File: src/rtl/one_hot_det.sv
// one_hot_det: population count and at-most-one-set-bit detection over data,
// with copies of both captured into registers when en is high.
module one_hot_det #(
    parameter  int width     = 16,
    localparam int cnt_width = $clog2(width + 1)
) (
    input  logic                 clk,
    input  logic                 reset,
    input  logic [0:width-1]     data,
    input  logic                 en,
    output logic                 one_hot,
    output logic [0:cnt_width-1] count,
    output logic                 one_hot_q,
    output logic [0:cnt_width-1] count_q
);
    localparam int levels = width > 1 ? $clog2(width) : 0;

    function automatic int nodes(int lv);
        return (width + (1 << lv) - 1) >> lv;
    endfunction

    // Level l holds nodes(l) live entries; the rest are tied off.
    logic [cnt_width-1:0] s [0:levels][0:width-1];
    logic                 a [0:levels][0:width-1];
    logic                 m [0:levels][0:width-1];

    for (genvar i = 0; i < width; i++) begin : g_leaf
        assign s[0][i] = cnt_width'(data[i]);
        assign a[0][i] = data[i];
        assign m[0][i] = 1'b0;
    end

    for (genvar l = 0; l < levels; l++) begin : g_lvl
        for (genvar i = 0; i < width; i++) begin : g_node
            if (2 * i + 1 < nodes(l)) begin : g_pair
                // Level-l sums fit in l+1 bits; each add widens by one.
                assign s[l+1][i] = cnt_width'({1'b0, s[l][2*i][l:0]} + {1'b0, s[l][2*i+1][l:0]});
                assign a[l+1][i] = a[l][2*i] | a[l][2*i+1];
                assign m[l+1][i] = m[l][2*i] | m[l][2*i+1] | (a[l][2*i] & a[l][2*i+1]);
            end else if (2 * i < nodes(l)) begin : g_pass
                assign s[l+1][i] = s[l][2*i];
                assign a[l+1][i] = a[l][2*i];
                assign m[l+1][i] = m[l][2*i];
            end else begin : g_none
                assign s[l+1][i] = '0;
                assign a[l+1][i] = 1'b0;
                assign m[l+1][i] = 1'b0;
            end
        end
    end

    assign count   = s[levels][0];
    assign one_hot = ~m[levels][0];

    always_ff @(posedge clk or posedge reset) begin
        if (reset) begin
            one_hot_q <= 1'b1;
            count_q   <= '0;
        end else if (en) begin
            one_hot_q <= one_hot;
            count_q   <= count;
        end
    end
endmodule

File: config.mk
export PLATFORM = sky130hd
export DESIGN_NAME = one_hot_det
export DESIGN_NICKNAME = d
export VERILOG_FILES = /design/src/rtl/one_hot_det.sv
export SDC_FILE = /design/constraint.sdc
export NUM_CORES = 1
export LEC_CHECK = 0
export BUFFER_PORTS_ARGS = -buffer_cell sky130_fd_sc_hd__buf_4
export CORE_MARGIN = 2
export CORE_UTILIZATION = 48
export DETAILED_ROUTE_END_ITERATION = 16
export GPL_TIMING_DRIVEN = 0
export HOLD_SLACK_MARGIN = 0.03
export PLACE_DENSITY = 0.77
export SYNTH_ARGS = -nofsm -noshare
export SYNTH_HDL_FRONTEND = slang
export SYNTH_SLANG_ARGS = --single-unit
File: constraint.sdc
create_clock -name clk -period 3.8 [get_ports clk]
set_input_delay 0.38 -clock clk [delete_from_list [all_inputs] [get_ports clk]]
set_output_delay 0.38 -clock clk [all_outputs]
set_load 0.05 [all_outputs]
==> results by group, run 1 <==
Status
  – Status: finished with violations
  – Violated checks: negative setup slack

Timing
  – Final Skew: 0 ps
  – Max-slew headroom: 74.13%
  – Tmin final: 3970 ps
  – Period utilization: 104.5%
  – Hold Fails Final Rpt: 0
  – # setup viols final: 4
  – Final Worst Setup Slack: -170.1 ps
  – Final Hold Slack: 45.70 ps
  – Slew Limit Fails: 0
  – Unrepaired setup endpoints after global routing: yes
  – Fmax: 0.2519 GHz
  – Least-Margin Pin Slew: 388.1 ps

Placement
  – Place WS: -244.5 ps
  – Detailed Place HPWL: 1397 um
  – Port Buffers: 29
  – Placement Cell Area: 1069 um^2
  – GP Congestion: 0.9423

Clock network
  – Total CTS buffers: 3
  – CTS H-tree lvls: 1
  – Clk buf depth: 2
  – CTS tree: built
  – Cts hold-fix bufs: 0
  – Root Driver: clkbuf_4
  – CTS Sinks: 6
  – Clock Pin Slew Worst Setup and Hold Paths: 50 ps
  – Worst skew pair latency: about 250 ps

Drt
  – Vias/cell: 5.372
  – Routed WL: 2094 um
  – Drt initial violations: 10
  – Initial DRT Pass Iterations: 4
  – Vias: 736
  – WL/cell: around 15 um
  – DRC violations left: 0
  – Antenna-violating nets left: 0

Finish
  – Final nets: 158
  – Number of fill cells: between 100 and 150
  – Layout cells sized above 1: a little over half
  – Final Cell Area: 1225 um^2
  – Area Growth Syn to Fin: 50.38%
  – Diode count: 0
  – Final core utilization: 79.46%

Worst setup path
  – R2r worst-path depth: 1
  – Startpoint types: input pin
  – CP required: 3420 ps
  – Setup Crit Path Kind: in -> out
  – CP Launch Point: data[0]
  – Setup crit end kind: primary output
  – RR Startpoint: count_q[0]
  – Reg-to-Reg End: count_q[0]
  – Worst Setup EP: count[0]
  – CP arrival: approximately 3600 ps
  – Max FO, Critical Path: 2
  – R2R setup slack: 3010 ps

Logic synthesis
  – Warnings from Yosys: 0
  – Seq/Total Area, Yosys: 18.59%
  – Synth area leader: fa_1
  – Yosys reg bits: 6
  – Post-synthesis net count: 119
  – Synthesized area: 814.5 um^2
  – Synth cell types: 26
  – Share of the synthesized area in the top cell type: between 20% and 30%
  – Mapped Cells: between 80 and 90
  – Dominant cells by area after synthesis: fa_1 (25%), dfrtp_1 (15%), inv_1 (13%), ha_1 (11%), mux2_2 (5.5%)
  – Synth Area per Inst: roughly 9.8 um^2

Floorplan
  – Core area: 1541 um^2
  – Chip height: 45.20 um
  – Starting Density: around 53%
  – Die area: 2043 um^2
  – Die X-Extent: 45.20 um
  – Rows: 14
  – I/O pin count: 31

Power
  – Pwr dens: 826.6 nW/um^2
  – P_leak: 0.6336 nW
  – VDD IR-drop max: around 0.00095 V

Min path
  – Hold Crit Class: in -> async

Global routing
  – Largest net degree at the start of global routing: 8
  – Vias in the first global route: between 600 and 700
  – Initial antenna violation count: 0
  – Total congestion overflow: 0
  – All-Layer GR Usage: 21.19%
  – First-pass GRT wire length: 3049 um

Job
  – Max-cap violations: 0
per-layer routing:
| layer | global-route usage, % | vias to the layer above | share of wire, % |
|---|---|---|---|
| li1 | - | 345 | - |
| met1 | 27.76 | 375 | 39 |
| met2 | 37.71 | 16 | 56 |
| met3 | 4.000 | 0 | 4.8 |
| met4 | 1.765 | 0 | 0 |
| met5 | 0 | - | 0 |
report_power, final:
part           switching [mW]  total [mW]  leakage [nW]  internal [mW]
clock                  0.0282      0.0683        0.0150         0.0401
combinational           0.508       0.841         0.548          0.333
sequential             0.0144       0.103        0.0708         0.0888
cells in the mapped netlist:
| cell | n |
|---|---|
| nor4_4 | 1 |
| o2111ai_1 | 1 |
| nand4_1 | 1 |
| nor3_1 | 1 |
| nor4_2 | 2 |
| fa_1 | 10 |
| nand2_1 | 1 |
| xnor2_1 | 2 |
| o22a_1 | 1 |
| a221oi_2 | 1 |
| ha_1 | 7 |
| clkbuf_1 | 1 |
| mux2_2 | 4 |
| inv_1 | 28 |
| dfrtp_1 | 5 |
| o22ai_1 | 3 |
| nor3b_1 | 1 |
| a21o_1 | 1 |
| nor2b_1 | 1 |
| o21a_1 | 1 |
| o41ai_2 | 1 |
| dfstp_2 | 1 |
| nor2_1 | 2 |
| a22o_1 | 1 |
| a22oi_1 | 2 |
| a21oi_1 | 3 |
how the worst min path moves through the flow:
stage	startpoint	end	slack, ps	depth (start not counted)
floorplan	reset	count_q[0]	170	1
global placement	reset	count_q[3]	310	2
detailed placement	reset	count_q[2]	320	2
CTS	reset	count_q[3]	40	2
global route	reset	count_q[2]	60	2
finish	reset	count_q[3]	50	2
cells by family (layout without fill, tap and decap cells):
kind of cell	after synthesis	after routing	share of synthesized area, %
AND/OR/NAND/NOR	10	10	10.14
buffers and inverters	29	67	13.36
adder cells (fa/ha/maj)	17	17	35.33
AO/OA/AOI/OAI	15	15	14.90
XOR/XNOR	2	2	2.151
multiplexers	4	4	5.530
flip-flops	6	6	18.59
cell type report:
| type | count | area [um^2] | share of cell area (%) |
|---|---|---|---|
| Timing Repair Buffer | 34 | 319.1 | 26.05 |
| Sequential cell | 6 | 151.4 | 12.36 |
| Buffer | 1 | 3.754 | 0.3064 |
| Tap cell | 16 | 20.02 | 1.634 |
| Inverter | 28 | 115.1 | 9.397 |
| Clock buffer | 4 | 26.28 | 2.145 |
| Multi-Input combinational cell | 48 | 589.3 | 48.11 |
timing repair:
action | CTS | global route
setup endpoints to repair | 4 | 4
pin swaps | 14 | 5
buffers inserted | 3 | 2
resized for setup | 27 | 9
placed cells by master (no fill, tap or decap):
cell type / Yosys / layout
nor4_2: 2 / 2
o41ai_2: 1 / 1
o21a_2: 0 / 1
nor3_1: 1 / 1
a22o_1: 1 / 1
nor2b_1: 1 / 1
inv_1: 28 / 17
ha_1: 7 / 6
inv_2: 0 / 7
a221oi_2: 1 / 1
xnor2_2: 0 / 2
buf_8: 0 / 5
buf_4: 0 / 22
o22ai_1: 3 / 3
fa_1: 10 / 9
o22a_1: 1 / 1
a21oi_1: 3 / 2
dfrtp_1: 5 / 5
nor3b_1: 1 / 1
mux2_2: 4 / 4
clkbuf_1: 1 / 2
ha_4: 0 / 1
nor4_4: 1 / 1
inv_4: 0 / 4
a21oi_2: 0 / 1
dfstp_2: 1 / 1
clkbuf_4: 0 / 3
buf_6: 0 / 7
a22oi_1: 2 / 2
nor2_1: 2 / 2
nand2_1: 1 / 1
nand4_1: 1 / 1
a21o_1: 1 / 1
fa_2: 0 / 1
o2111ai_1: 1 / 1
flip-flops by register name (all words and copies together) (netlist names):
signal	count
one_hot_q	1
count_q	5
through the flow:
step / TNS (ps) / power (mW) / std cells
final: -375.2 / 1.013 / 137
after global routing: -738.0 / 1.069 / 137
after CTS: -250.0 / 0.9921 / 135
after detailed placement: -789.5 / 0.8176 / 128
after global placement: -745.6 / 0.8054 / 128
after floorplan: -247.1 / 0.6316 / 83
worst max-delay path: stages:
cell and delay [ps]:
buf_8 80, inv_4 30, fa_1 550, fa_1 440
fa_1 550, fa_1 430, inv_2 90, ha_4 140
inv_2 40, fa_2 380, nor2b_1 150, o21a_2 180
buf_8 140
Power figures use the tool's default switching activity.
==> inputs of run 2 (changes only) <==
- PLACE_DENSITY: 0.77 -> 0.9
==> results by group, run 2 (same netlist as run 1, synthesis figures left out) <==
Status
  – Status: finished with violations (unchanged)
  – Violated checks: negative setup slack (unchanged)

Drt
  – DRC violations left: 0 (unchanged)
  – Routed WL: 2152 um (was 2094 um)
  – Vias/cell: 5.388 (was 5.372)
  – Antenna-violating nets left: 0 (unchanged)
  – Initial DRT Pass Iterations: 4 (unchanged)
  – WL/cell: 15.48 um (was 15.28 um)
  – Vias: 749 (was 736)
  – Drt initial violations: 13 (was 10)

Global routing
  – Vias in the first global route: 755 (was 693)
  – Initial antenna violation count: 0 (unchanged)
  – Total congestion overflow: 0 (unchanged)
  – All-Layer GR Usage: 23.93% (was 21.19%)
  – First-pass GRT wire length: 3408 um (was 3049 um)
  – Largest net degree at the start of global routing: 8 (unchanged)

Clock network
  – CTS tree: built (unchanged)
  – Clk buf depth: 2 (unchanged)
  – Root Driver: clkbuf_4 (unchanged)
  – Clock Pin Slew Worst Setup and Hold Paths: 50 ps (about the same)
  – CTS H-tree lvls: 1 (unchanged)
  – CTS Sinks: 6 (unchanged)
  – Worst skew pair latency: 240 ps (was 250 ps)
  – Total CTS buffers: 3 (unchanged)

Timing
  – Final Hold Slack: 49.34 ps (was 45.70 ps)
  – Final Worst Setup Slack: -171.1 ps (was -170.1 ps)
  – Final Skew: 0 ps (unchanged)
  – # setup viols final: 4 (unchanged)
  – Tmin final: 3971 ps (was 3970 ps)
  – Unrepaired setup endpoints after global routing: yes (unchanged)
  – Slew Limit Fails: 0 (unchanged)
  – Least-Margin Pin Slew: 402.5 ps (was 388.1 ps)
  – Period utilization: 104.5% (about the same)
  – Hold Fails Final Rpt: 0 (unchanged)
  – Fmax: 0.2518 GHz (was 0.2519 GHz)
  – Max-slew headroom: 73.17% (was 74.13%)

Finish
  – Fin cells: 139 (was 137)
  – Biggest register: count_q (unchanged)
  – Most frequent cells in the layout: buf_4 (24), inv_1 (17), fa_1 (9) (was buf_4 (22), inv_1 (17), fa_1 (9))
  – Largest register FFs: 5 (unchanged)
  – Final Cell Area: 1241 um^2 (was 1225 um^2)
  – Diode count: 0 (unchanged)
  – Final nets: 160 (was 158)
  – Commonest non-fill, non-tap cell in the layout: buf_4 (unchanged)
  – Biggest regs: count_q (5), one_hot_q (1) (unchanged)
  – Number of fill cells: 98 (was 103)
  – Area Growth Syn to Fin: 52.38% (was 50.38%)
  – Layout cells sized above 1: 53.66% (was 52.89%)

Placement
  – Port Buffers: 29 (unchanged)
  – GP Congestion: 0.8066 (was 0.9423)
  – Placement Cell Area: 1069 um^2 (unchanged)
  – Placed Instances: 128 (unchanged)
  – Place WS: -257.3 ps (was -244.5 ps)
  – Detailed Place HPWL: 1668 um (was 1397 um)

Floorplan
  – Rows: 14 (unchanged)
  – Starting Density: 52.84% (unchanged)
  – Die X-Extent: 45.20 um (unchanged)
  – Die area: 2043 um^2 (unchanged)
  – I/O pin count: 31 (unchanged)
  – Core area: 1541 um^2 (unchanged)
  – Chip height: 45.20 um (unchanged)

Worst setup path
  – Max FO, Critical Path: 2 (unchanged)
  – CP arrival: 3590 ps (about the same)
  – Startpoint types: input pin (unchanged)
  – Setup Crit Path Kind: in -> out (unchanged)
  – R2R setup slack: 3030 ps (was 3010 ps)
  – CP required: 3420 ps (about the same)
  – Setup crit end kind: primary output (unchanged)

Power
  – VDD IR-drop max: 0.0006863 V (was 0.0009474 V)
  – P_leak: 0.6441 nW (was 0.6336 nW)
  – Pwr dens: 843.6 nW/um^2 (was 826.6 nW/um^2)

Job
  – Max-cap violations: 0 (unchanged)

Min path
  – Hold Crit Class: in -> async (unchanged)
run 2: cell count changes in the layout (fill, tap and decap cells not counted), sizes merged:
cell,previous run,this run
buf,34,36
run 2: timing repair:
action,in CTS,in global routing
pin swaps,11,10
resized for setup,27,9
hold buffers,0,0
setup buffers,4,3
endpoints found under the setup margin,4,4
run 2: path summary, 6_finish.rpt:
path / end / depth (start not counted) / from
min in group clk: one_hot_q / 4 / data[12]
worst min-delay path: count_q[2] / 2 / reset
worst min register to register: one_hot_q / 2 / one_hot_q
worst max register to register: count_q[4] / 1 / count_q[4]
worst max-delay path: count[0] / 13 / data[14]
max in group asynchronous: one_hot_q / 2 / reset
run 2: where the power goes:
group | switching (mW) | internal, mW | leakage, nW
combinational | 0.521 | 0.360 | 0.558
sequential | 0.0143 | 0.0889 | 0.0708
clock | 0.0237 | 0.0398 | 0.0150
total | 0.559 | 0.488 | 0.644
run 2: cell type report:
class / instances / area (um^2) / share of cell area, %
Timing Repair Buffer: 36 / 337.8 / 27.22
Tap cell: 16 / 20.02 / 1.613
Clock buffer: 4 / 26.28 / 2.117
Sequential cell: 6 / 151.4 / 12.20
Multi-Input combinational cell: 48 / 589.3 / 47.48
Inverter: 28 / 112.6 / 9.073
Buffer: 1 / 3.754 / 0.3024
run 2: worst max-delay path: stages:
cell	delay (ps)
buf_8	80
inv_4	30
fa_1	560
fa_1	470
fa_1	550
fa_1	420
inv_2	90
ha_4	140
inv_2	40
fa_2	420
nor2b_1	120
o21a_2	150
buf_8	140
run 2: per-stage QoR:
stage               total power, mW  TNS (ps)  utilization, %
finish                        1.047    -513.2           80.52
global route                  1.108    -824.3           80.52
CTS                           1.005    -303.9           77.27
detailed placement           0.8371    -859.7           69.32
global placement             0.8017    -546.2           69.32
floorplan                    0.6316    -247.1               -
run 2: routing by layer:
metal / track usage [%] / part of all wire, %
met1: 29.49 / 39
met2: 42.57 / 54
met3: 6.400 / 4.5
met4: 3.529 / 1.8
met5: 0 / 0
